<file path="src/rtl/shift_deser.sv">
// Serial-to-parallel receiver: gathers W qualified serial bits (LSB- or MSB-first)
// into a word and hands it out through a one-entry valid/ready buffer.
module shift_deser #(
  parameter int W  = 8,
  parameter int CW = $clog2(W)
) (
  input  logic          clk,
  input  logic          reset,
  input  logic          s_in,
  input  logic          s_valid,
  input  logic          dir_sel,
  input  logic          clear,
  output logic [W-1:0]  p_out,
  output logic          p_valid,
  input  logic          p_ready,
  output logic          busy,
  output logic [CW-1:0] bit_cnt,
  output logic          overrun
);

  localparam logic [0:0] BUF_EMPTY = 1'b0;
  localparam logic [0:0] BUF_FULL  = 1'b1;

  logic [0:0]    state_q, state_d;
  logic [W-1:0]  sh_q, sh_d;
  logic [W-1:0]  p_out_q, p_out_d;
  logic [CW-1:0] bit_cnt_q, bit_cnt_d;
  logic          word_dir_q, word_dir_d;
  logic          overrun_q, overrun_d;
  logic          busy_q, busy_d;

  logic          cur_dir;
  logic          complete;
  logic          consume;
  logic [W-1:0]  next_sh;

  // State register
  always_ff @(posedge clk) begin
    if (reset) begin
      state_q    <= BUF_EMPTY;
      sh_q       <= '0;
      p_out_q    <= '0;
      bit_cnt_q  <= '0;
      word_dir_q <= 1'b0;
      overrun_q  <= 1'b0;
      busy_q     <= 1'b0;
    end else begin
      state_q    <= state_d;
      sh_q       <= sh_d;
      p_out_q    <= p_out_d;
      bit_cnt_q  <= bit_cnt_d;
      word_dir_q <= word_dir_d;
      overrun_q  <= overrun_d;
      busy_q     <= busy_d;
    end
  end

  // Next-state logic: bit collection, then output buffer handling
  always_comb begin
    state_d    = state_q;
    sh_d       = sh_q;
    p_out_d    = p_out_q;
    bit_cnt_d  = bit_cnt_q;
    word_dir_d = word_dir_q;
    overrun_d  = overrun_q;
    complete   = 1'b0;

    // Direction is taken from dir_sel only on the first bit of a word
    cur_dir = (bit_cnt_q == '0) ? dir_sel : word_dir_q;
    next_sh = cur_dir ? {s_in, sh_q[W-1:1]} : {sh_q[W-2:0], s_in};
    consume = (state_q == BUF_FULL) && p_ready;

    if (clear) begin
      bit_cnt_d = '0;
      overrun_d = 1'b0;
      sh_d      = '0;
    end else if (s_valid) begin
      word_dir_d = cur_dir;
      sh_d       = next_sh;
      if (bit_cnt_q == CW'(W - 1)) begin
        bit_cnt_d = '0;
        complete  = 1'b1;
      end else begin
        bit_cnt_d = bit_cnt_q + CW'(1);
      end
    end

    case (state_q)
      BUF_EMPTY: begin
        if (complete) begin
          p_out_d = next_sh;
          state_d = BUF_FULL;
        end
      end
      BUF_FULL: begin
        if (complete && consume) begin
          p_out_d = next_sh;
        end else if (complete) begin
          overrun_d = 1'b1;
        end else if (consume) begin
          state_d = BUF_EMPTY;
        end
      end
      default: state_d = BUF_EMPTY;
    endcase

    busy_d = (bit_cnt_d != '0);
  end

  assign p_out   = p_out_q;
  assign p_valid = (state_q == BUF_FULL);
  assign bit_cnt = bit_cnt_q;
  assign overrun = overrun_q;
  assign busy    = busy_q;

endmodule
</file>
<file path="config.mk">
export PLATFORM = sky130hd
export DESIGN_NAME = shift_deser
export DESIGN_NICKNAME = d
export VERILOG_FILES = /design/src/rtl/shift_deser.sv
export SDC_FILE = /design/constraint.sdc
export NUM_CORES = 1
export LEC_CHECK = 0
export CORE_ASPECT_RATIO = 1.25
export CORE_UTILIZATION = 40
export CTS_CLUSTER_DIAMETER = 120
export DETAILED_ROUTE_END_ITERATION = 12
export PLACE_DENSITY = 0.64
export SYNTH_ARGS = -nofsm -noshare
export SYNTH_HDL_FRONTEND = slang
export SYNTH_SLANG_ARGS = --single-unit
</file>
<file path="constraint.sdc">
create_clock -name clk -period 2.95 [get_ports clk]
set_clock_uncertainty 0.15 [all_clocks]
set_input_delay 0.7375 -clock clk [delete_from_list [all_inputs] [get_ports clk]]
set_output_delay 0.7375 -clock clk [all_outputs]
set_load 0.1 [all_outputs]
</file>
# Yosys cells after proc, flatten, opt, wreduce, memory -nomap -nowiden
# Index checks and enable logic that the tools add are counted.
# totals
regBits	23
out_inout_bits	14
word_cells	40
# classes
add_sub_neg	1
n_eq_ne	3
muxes	20
n_bitwise	2
n_reduce_logical	7
# ops
operator	count
$mux 8	3
$pmux 8 s2	1
$mux 1	12
$mux 3	3
$reduce_and 2->1	2
$add 3x1->3 const B	1
$eq 3x3->1 const B	1
$logic_not 3->1	1
$reduce_bool 3->1	1
$logic_and 1x1->1	2
$ne 2x1->1 const B	1
$ne 2x2->1 const B	1
$not 1->1	2
$pmux 1 s2	1
$reduce_or 2->1	1

# Longest topological paths before layout
# Gate-level depths: netlist of run 1.
# depth
depth_word	7
ltp_mapped	7
depth_no_buf	5

# Worst setup path after synthesis of run 1
# Ideal clock, no wire load.
# synth_timing
kind	flip-flop to flip-flop
startpoint	reg bit_cnt_q[0], in the netlist bit_cnt[0]
endpoint	reg p_out_q[1], in the netlist p_out[1]
setup_time_ns	0.141
arrival_ns	2.052
required_time_ns	2.659
setup_slack_ns	0.607
path_stages_with_launch	8
path_buffers	2
period_less_slack_ns	2.343
path_cell_list	dfxtp_1 > ha_1 > ha_1 > and3b_1 > buf_6 > and2_4 > buf_6 > a311oi_2
# synth_between
elab_chain_cells	7
elab_cells_between_ends	14
classes_between	eq/ne (3); mux (8); reduce/logical (3)
# synth_lines
item	line_no	text
from (decl)	27	logic [CW-1:0] bit_cnt_q, bit_cnt_d;
from (signal assigned)	51	bit_cnt_q <= bit_cnt_d;
$eq 3x3->1	80	if (bit_cnt_q == CW'(W - 1)) begin
$mux 1	80	
$mux 1	77	end else if (s_valid) begin
$mux 1	73	if (clear) begin
$logic_and 1x1->1	96	if (complete && consume) begin
$ne 2x1->1 (no source line)	--	
$reduce_and 2->1 (no source line)	--	
to (signal assigned)	50	p_out_q <= p_out_d;
to (decl)	26	logic [W-1:0] p_out_q, p_out_d;
# Parallel ways exist; a longest one is shown, timed or not. The select of a mux whose other input is x is not followed.
# A chain may end at the register's enable or synchronous reset.

# Final worst setup path of run 1
# layout_timing
startpoint	reg bit_cnt_q[2], in the netlist bit_cnt[2]
endpoint	out bit_cnt[2]
# layout_rtl
item	line_no	text
to (decl)	17	output logic [CW-1:0] bit_cnt,
# No word-level cell between the ends.

==> results of run 1 <==
==> sequential cells by signal, indices dropped and copies added (netlist names) <==
signal,flops
bit_cnt,3
word_dir_q,1
overrun,1
p_out,8
p_valid,1
busy,1
sh_q,8
==> layer usage <==
layer	routed length [um]	share of wire
met1	1360	0.47
met2	1450	0.50
met3	59	0.020
met4	40	0.014
met5	0	0
==> cell usage after synthesis <==
master / n / share of area
a311oi_2: 7 / 0.085
o21ai_0: 13 / 0.053
nor4bb_1: 8 / 0.065
nor2_1: 4 / 0.012
o21ai_1: 4 / 0.016
nand2b_1: 2 / 0.010
and3b_1: 1 / 0.0071
nand2_1: 1 / 0.0030
a31oi_1: 16 / 0.081
buf_6: 2 / 0.018
and2_1: 8 / 0.041
ha_1: 3 / 0.031
nor2b_1: 10 / 0.051
buf_2: 3 / 0.012
inv_1: 2 / 0.0061
a311oi_1: 2 / 0.014
clkbuf_1: 5 / 0.015
o21a_1: 1 / 0.0061
a21oi_1: 8 / 0.033
and4bb_1: 1 / 0.010
dfxtp_1: 23 / 0.37
nor3_1: 3 / 0.012
and2_4: 1 / 0.0071
buf_1: 1 / 0.0030
mux2i_1: 4 / 0.033
==> area by class of cell <==
cell class                 instances  area [um2]
clock buffer                       4        26.3
multi-input combinational         97         702
tap                               36        45.0
inverter                           2        7.51
sequential                        23         460
fill                             305        1500
timing repair buffer              22         180
==> worst min path at each step <==
stage             from  slack, ns  cells after the start       to
5_1_grt        overrun       0.37                      1  overrun
2_1_floorplan  sh_q[0]       0.35                      2  sh_q[0]
3_3_place_gp   overrun       0.30                      1  overrun
3_5_place_dp   overrun       0.31                      1  overrun
6_report       overrun       0.34                      1  overrun
4_1_cts        overrun       0.34                      1  overrun
==> power by group through the flow <==
stage | sequential, mW | clock (mW) | combinational (mW)
after global routing | 0.327 | 0.169 | 0.0801
after CTS | 0.325 | 0.154 | 0.0741
after floorplan | 0.340 | 0 | 0.0392
after global placement | 0.331 | 0 | 0.0731
after detailed placement | 0.331 | 0 | 0.0738
final | 0.325 | 0.153 | 0.0742
==> cell families (layout without fill, tap and decap cells) <==
logic type                 count (synthesis)  in the layout
muxes                                      4              4
buffers and inverters                     13             28
DFF                                       23             23
AOI/OAI and AO/OA                         51             51
adders and majority gates                  3              3
and+or+nand+nor                           39             39
==> per-stage QoR <==
stage	cell area, um2	utilization	setup WS [ns]	total power [mW]
floorplan	1230	-	0.607	0.380
global placement	1400	0.478	0.438	0.404
detailed placement	1400	0.478	0.424	0.405
CTS	1420	0.487	0.699	0.552
global route	1420	0.487	0.633	0.576
finish	1420	0.487	0.697	0.552
==> impl_metrics.py, run 1 <==
metrics = {
    "run_status": {
        "status": "finished, violations left",
        "violations": "DRC",
    },
    "logic_synthesis": {
        "ys.warnings.count": 0,
        "synthSimpleGateAreaFrac": 0.219,
        "synth_seq_area_share": 0.374,
        "synth-compound-area-share": 0.289,
        "ys_types": 25,
        "synthMuxAreaShare": 0.0326,
        "postSynthCellCount": 133,
        "yosys.area_share.adder": 0.0305,
        "synthXorXnorAreaFrac": 0,
        "synth_top_family_by_area": "compound AO/OA/AOI/OAI gates",
        "syn_avg_cell_area_um2": 9.25,
        "synth_nets": 143,
        "ys_ff_latch": 23,
        "syn-cell-area_mm2": 0.00123,
    },
    "cells_and_area": {
        "fin_cells": 184,
        "final_common_cell": "dfxtp_1",
        "area_growth_pct": 15.6,
        "final_cell_mix": "dfxtp_1, a31oi_1, buf_4, o21ai_0, nor2b_1",
        "final_layout_size_suffix_gt1_frac": 0.182,
        "nNetsFinal": 159,
        "diodes": 0,
    },
    "drt": {
        "drc": 1,
        "drt-total-wl_um": 2910,
        "drt_iter0_markers": 35,
        "first_pass_iters": 8,
        "vias": 1063,
        "via_per_inst": 5.78,
        "ant_nets": 0,
        "wl_per_cell_um": 15.8,
    },
    "place": {
        "portBuffers": 20,
        "dpl.hpwl_um": 1940,
        "gp_congestion": 0.782,
        "placedCellCount": 180,
    },
    "floorplanning": {
        "num_rows": 22,
        "die_height_um": 64.0,
        "fp.dieArea_mm2": 0.00330,
        "dieWidth_um": 51.6,
        "pin_count": 21,
        "start_util": 0.422,
        "coreArea_mm2": 0.00292,
    },
    "critical_path": {
        "path_max_fanout": 14,
        "crit_type": "register to output port",
        "path_buf_inv": 1,
        "required_ns": 2.06,
        "reg2regPathDepth": 5,
        "cp_cell_sequence": "buf_4",
        "r2r_start": "bit_cnt[0]",
        "r2r_end": "p_out[6]",
        "critPathTopFamily": "flip-flops",
        "end_kind": "output port",
        "rrSetupSlack_ns": 0.89,
        "startpoint_type": "register",
        "endpoint": "bit_cnt[2]",
        "startpoint": "bit_cnt[2]",
        "cpPeakStageDelay_ns": 0.67,
        "cp.arrival_ns": 1.37,
        "cp.depth": 1,
        "slowest_stage": "dfxtp_1",
    },
    "sta": {
        "hold_viol_final": 0,
        "layout_min_cycle_time_ns": 2.25,
        "finalMaxSlewViolations": 0,
        "holdWs_ns": 0.337,
        "fin_crit_sh": 0.764,
        "final.setup.tns_ns": 0,
        "setup_viol": 0,
        "worstMarginPinSlew_ns": 0.638,
        "rsz0062_at_grt": "no",
        "fmax_mhz": 444,
        "relSlewSlack": 0.573,
    },
    "global_route": {
        "antenna_found_initial": 0,
        "grt_max_degree": 22,
        "grt_pass1_vias": 996,
        "track_usage": 0.188,
        "use_met1": 0.242,
        "busiest_layer": "met2",
        "grt_use_met3": 0.0214,
        "grt_pass1_wl_um": 4670,
        "met2_usage": 0.315,
        "grt-ovfl-total": 0,
    },
    "run": {
        "drv_cap": 0,
    },
    "cts": {
        "cts_buffers": 3,
        "cts_num_sinks": 23,
        "root_buffer": "clkbuf_4",
        "clk_latency_ns": 0.32,
        "clockBufferDepth": 2,
        "cts_tree": "built",
        "htreeDepth": 1,
        "cts_setup_buffers": 0,
        "clk_pin_slew_ns": 0.13,
        "post_cts_resized": 0,
        "ctsHoldBuffers": 0,
    },
    "pwr": {
        "ir_worst_vdd_mv": 0.210,
        "power_leakage_nw": 0.522,
        "p_comb_frac": 0.135,
        "sw_frac_of_total": 0.279,
        "power.share.clock": 0.277,
        "switchingPower_uw": 154,
        "p_per_area_mw_per_mm2": 388,
        "power.internal_uw": 398,
        "power.share.sequential": 0.589,
    },
    "worst_hold_path": {
        "min_path_type": "register to register",
    },
}
No activity file was read; power rests on OpenSTA's default activity.
==> run 2: changes to the inputs <==
==> constraint.sdc (replaced) <==
create_clock -name clk -period 2.2 [get_ports clk]
set_clock_uncertainty 0.15 [all_clocks]
set_input_delay 0.55 -clock clk [delete_from_list [all_inputs] [get_ports clk]]
set_output_delay 0.55 -clock clk [all_outputs]
set_load 0.1 [all_outputs]
==> run 2 against run 1 <==
  * The flow still finishes with violations (DRC)
  * Final cell count is 4.3% higher
  * Worst setup slack worse by 0.27 ns
  * Via count is 4.4% higher
  * Largest cell class unchanged
  * Combinational power grew 56%
  * Wire length down 1.9%
  * Register-to-register slack got worse by 0.47 ns
  * Sequential share of layout area shrank 4.0 points
  * First-iteration DRC count is 31% higher
  * Sequential cell count did not move
  * Critical path depth is 5 higher
  * Cell area rose by 15%
  * Die area unchanged
==> impl_metrics.py, run 2 (synthesized netlist as in run 1, its figures left out) <==
metrics = {
    "run_status": {
        "status": "finished, violations left",
        "violations": "DRC",
    },
    "drt": {
        "wl_per_cell_um": 14.9,
        "vias": 1110,
        "drc": 1,
        "drt-total-wl_um": 2850,
        "first_pass_iters": 8,
        "drt_iter0_markers": 46,
        "ant_nets": 0,
        "via_per_inst": 5.78,
    },
    "sta": {
        "fmax_mhz": 563,
        "setup_viol": 0,
        "final.setup.tns_ns": 0,
        "worstMarginPinSlew_ns": 0.480,
        "fin_crit_sh": 0.808,
        "rsz0062_at_grt": "no",
        "finalMaxSlewViolations": 0,
        "hold_viol_final": 0,
        "worst_slack_ns": 0.422,
        "layout_min_cycle_time_ns": 1.78,
        "relSlewSlack": 0.679,
    },
    "pwr": {
        "sw_frac_of_total": 0.268,
        "p_per_area_mw_per_mm2": 457,
        "power_leakage_nw": 0.598,
        "power_uw": 748,
        "power.share.sequential": 0.583,
        "switchingPower_uw": 200,
        "ir_worst_vdd_mv": 0.321,
        "power.share.clock": 0.262,
        "p_comb_frac": 0.155,
        "power.internal_uw": 547,
    },
    "critical_path": {
        "end_kind": "register",
        "required_ns": 2.24,
        "endpoint": "p_out[1]",
        "startpoint": "bit_cnt[0]",
        "crit_type": "register to register",
        "rrSetupSlack_ns": 0.42,
        "reg2regPathDepth": 6,
        "slowest_stage": "dfxtp_2",
        "cpPeakStageDelay_ns": 0.41,
        "startpoint_type": "register",
        "r2r_start": "bit_cnt[0]",
        "r2r_end": "p_out[1]",
        "cp_cell_sequence": "inv_1 > ha_1 > nor2b_1 > buf_4 > a31oi_1 > a311oi_2",
        "cp.arrival_ns": 1.82,
        "path_max_fanout": 11,
    },
    "global_route": {
        "track_usage": 0.187,
        "antenna_found_initial": 0,
        "grt-ovfl-total": 0,
        "grt_pass1_vias": 1028,
        "grt_max_degree": 21,
        "grt_pass1_wl_um": 4660,
    },
    "cells_and_area": {
        "final_cell_mix": "dfxtp_1, a31oi_1, o21ai_0, buf_12, buf_4",
        "area_growth_pct": 33.0,
        "final_common_cell": "dfxtp_1",
        "diodes": 0,
        "nNetsFinal": 167,
        "final_cell_area_mm2": 0.00164,
        "final_layout_size_suffix_gt1_frac": 0.244,
    },
    "floorplanning": {
        "fp.dieArea_mm2": 0.00330,
        "coreArea_mm2": 0.00292,
        "pin_count": 21,
        "start_util": 0.422,
        "die_height_um": 64.0,
        "num_rows": 22,
        "dieWidth_um": 51.6,
    },
    "cts": {
        "cts_setup_buffers": 0,
        "post_cts_resized": 0,
        "htreeDepth": 1,
        "clk_pin_slew_ns": 0.12,
        "cts_buffers": 3,
        "cts_num_sinks": 23,
        "clk_latency_ns": 0.31,
        "clockBufferDepth": 2,
        "ctsHoldBuffers": 0,
        "cts_tree": "built",
        "root_buffer": "clkbuf_4",
    },
    "place": {
        "dpl.hpwl_um": 2030,
        "place_area_mm2": 0.00161,
        "portBuffers": 20,
        "pre_cts_ws_ns": 0.153,
        "gp_congestion": 0.827,
    },
    "run": {
        "drv_cap": 0,
    },
    "worst_hold_path": {
        "min_path_type": "register to register",
    },
}
-- run 2: power groups by stage --
stage | registers (mW) | logic [mW] | clock network [mW]
after detailed placement | 0.445 | 0.115 | 0
after global routing | 0.438 | 0.124 | 0.220
after floorplan | 0.457 | 0.0526 | 0
after global placement | 0.445 | 0.113 | 0
final | 0.436 | 0.116 | 0.196
after CTS | 0.436 | 0.116 | 0.203
-- run 2: per-layer routing --
metal	global-route usage	wire, um
met1	0.246	1240
met2	0.302	1430
met3	0.0238	141
met4	0.0743	38
met5	0	0
-- run 2: per-stage QoR --
stage	hold slack, ns	instances	util
4_1_cts	0.347	192	0.560
5_1_grt	0.377	192	0.560
6_report	0.342	192	0.560
3_5_place_dp	0.317	188	0.551
2_1_floorplan	0.352	133	-
3_3_place_gp	0.305	188	0.551
-- run 2: worst min-delay path by stage --
stage,endpoint,cells past startpoint,from,slack (ns)
2_1_floorplan,sh_q[0],2,sh_q[0],0.35
3_5_place_dp,overrun,1,overrun,0.32
5_1_grt,overrun,1,overrun,0.38
4_1_cts,overrun,1,overrun,0.35
3_3_place_gp,overrun,1,overrun,0.31
6_report,overrun,1,overrun,0.34
-- run 2: worst max-delay path, delay by kind of cell (launching register included) --
family	cells	cell delay, ns
AOI/OAI and AO/OA	2	0.40
adders and majority gates	1	0.30
buffers and inverters	2	0.22
DFF	1	0.41
and+or+nand+nor	1	0.18
-- run 2: final cells by class --
type / instances / area, um2
fill: 284 / 1280
multi-input combinational: 97 / 702
sequential: 23 / 464
timing repair buffer: 30 / 390
tap: 36 / 45.0
clock buffer: 4 / 26.3
inverter: 2 / 7.51
==> run 3: changes to the inputs <==
--- a/config.mk
+++ b/config.mk
@@ -9,7 +9,7 @@
 export CORE_UTILIZATION = 40
 export CTS_CLUSTER_DIAMETER = 120
 export DETAILED_ROUTE_END_ITERATION = 12
-export PLACE_DENSITY = 0.64
+export PLACE_DENSITY = 0.66
 export SYNTH_ARGS = -nofsm -noshare
 export SYNTH_HDL_FRONTEND = slang
 export SYNTH_SLANG_ARGS = --single-unit
==> constraint.sdc (replaced) <==
create_clock -name clk -period 1.6 [get_ports clk]
set_clock_uncertainty 0.15 [all_clocks]
set_input_delay 0.4 -clock clk [delete_from_list [all_inputs] [get_ports clk]]
set_output_delay 0.4 -clock clk [all_outputs]
set_load 0.1 [all_outputs]
==> run 3 against run 2 <==
  * The flow finishes with violations (setup timing)
  * Utilization up 17 points
  * Sequential power up 36%
  * First-iteration DRC count down 39%
  * Cell area up 31%
  * Critical path depth down 1
  * Die area unchanged
  * Global-route usage up 3.5 points
  * Final cell count up 8.9%
  * Wire length up 23%
  * Power up 50%
==> impl_metrics.py, run 3 (synthesized netlist as in run 1, its figures left out) <==
metrics = {
    "sta": {
        "final.setup.tns_ns": -0.0639,
        "hold_viol_final": 0,
        "relSlewSlack": 0.753,
        "worst_slack_ns": -0.0252,
        "finalMaxSlewViolations": 0,
        "setup_viol": 3,
        "holdWs_ns": 0.411,
        "layout_min_cycle_time_ns": 1.63,
        "worstMarginPinSlew_ns": 0.366,
        "fmax_mhz": 615,
        "rsz0062_at_grt": "yes",
        "fin_crit_sh": 1.02,
    },
    "critical_path": {
        "rrSetupSlack_ns": -0.02,
        "crit_type": "input pin to register",
        "r2r_end": "p_out[6]",
        "reg2regPathDepth": 5,
        "required_ns": 1.69,
        "cpPeakStageDelay_ns": 0.45,
        "end_kind": "register",
        "cp.arrival_ns": 1.71,
        "startpoint_type": "input pin",
        "slowest_stage": "clkdlybuf4s50_1",
        "r2r_start": "bit_cnt[1]",
        "cp_cell_sequence": "clkdlybuf4s50_1 > buf_12 > nor4bb_4 > a31oi_4 > a311oi_2",
        "path_max_fanout": 13,
    },
    "place": {
        "dpl.hpwl_um": 2450,
        "gp_congestion": 0.806,
        "portBuffers": 20,
        "placedCellCount": 201,
        "pre_cts_ws_ns": -0.406,
        "place_area_mm2": 0.00193,
    },
    "global_route": {
        "grt_pass1_wl_um": 5460,
        "antenna_found_initial": 0,
        "grt_max_degree": 18,
        "track_usage": 0.222,
        "grt-ovfl-total": 0,
        "grt_pass1_vias": 1221,
    },
    "cells_and_area": {
        "fill_cells": 218,
        "fin_cells": 209,
        "final_cell_area_mm2": 0.00213,
        "regArea_um2": 473,
        "final_common_cell": "buf_4",
        "nNetsFinal": 184,
        "final_layout_size_suffix_gt1_frac": 0.486,
        "final_cell_mix": "buf_4, dfxtp_1, buf_12, o21ai_0, nor2b_1",
        "diodes": 0,
        "multi_input_area_mm2": 0.00100,
        "final_util": 0.732,
        "area_growth_pct": 73.6,
    },
    "worst_hold_path": {
        "whs_path_depth": 1,
        "min_to": "overrun",
        "min_from": "overrun",
        "min_path_type": "register to register",
    },
    "cts": {
        "cts_buffers": 3,
        "cts_tree": "built",
        "ctsHoldBuffers": 0,
        "clockBufferDepth": 2,
        "cts_num_sinks": 23,
        "root_buffer": "clkbuf_4",
        "htreeDepth": 1,
        "clk_latency_ns": 0.32,
        "clk_pin_slew_ns": 0.13,
    },
    "floorplanning": {
        "num_rows": 22,
        "dieWidth_um": 51.6,
        "die_height_um": 64.0,
        "fp.dieArea_mm2": 0.00330,
        "start_util": 0.422,
        "pin_count": 21,
        "coreArea_mm2": 0.00292,
    },
    "run": {
        "drv_cap": 0,
    },
    "drt": {
        "drc": 0,
        "ant_nets": 0,
        "via_per_inst": 5.78,
        "vias": 1207,
        "drt_iter0_markers": 28,
        "wl_per_cell_um": 16.8,
        "first_pass_iters": 4,
        "drt-total-wl_um": 3520,
    },
    "pwr": {
        "ir_worst_vdd_mv": 0.412,
        "p_per_area_mw_per_mm2": 526,
        "power_leakage_nw": 0.739,
        "power_mw": 1.12,
    },
    "run_status": {
        "violations": "setup timing",
        "status": "finished, violations left",
    },
}
run 3: cell types whose count changed in the layout (fill, tap and decap cells not counted), sizes merged:
cell and change:
buf +17
run 3: worst max-delay path by stage:
stage                    end  cells after the start        from
floorplan           p_out[0]                      7  bit_cnt[1]
detailed placement  p_out[6]                      5     dir_sel
global placement    p_out[3]                      5     dir_sel
finish              p_out[3]                      5     dir_sel
CTS                 p_out[3]                      6  bit_cnt[1]
global route        p_out[3]                      6  bit_cnt[0]
run 3: per-layer routing:
layer  part of all wire  GRT usage  vias up  wire length [um]
li1                   -          -      586                 -
met1               0.42      0.263      591              1490
met2               0.53      0.385       25              1870
met3              0.026     0.0286        5                91
met4              0.017      0.101        0                61
met5                  0          0        -                 0
run 3: area by class of cell:
cell class              count  area share
multi-input cells          97       0.471
inverters                   2     0.00352
clock buffers               4      0.0123
well taps                  36      0.0211
repair buffers             47       0.271
flip-flops and latches     23       0.222
run 3: power by group:
group | internal (mW) | switching [mW] | leakage (nW)
Clock | 0.0977 | 0.183 | 0.0150
Sequential | 0.580 | 0.0134 | 0.189
Combinational | 0.124 | 0.126 | 0.535
run 3: repair_timing:
item                                    CTS  global route
setup buffers                             1             2
pin swaps                                 3             7
cloned                                    0             1
hold endpoints to repair                  0             0
endpoints found under the setup margin   14            16
gates resized for setup                  13            17
run 3: worst max-delay path, delay by kind of cell:
family                 cells  cell delay, ns
buffers and inverters      2            0.63
AOI/OAI and AO/OA          2            0.33
and+or+nand+nor            1            0.34
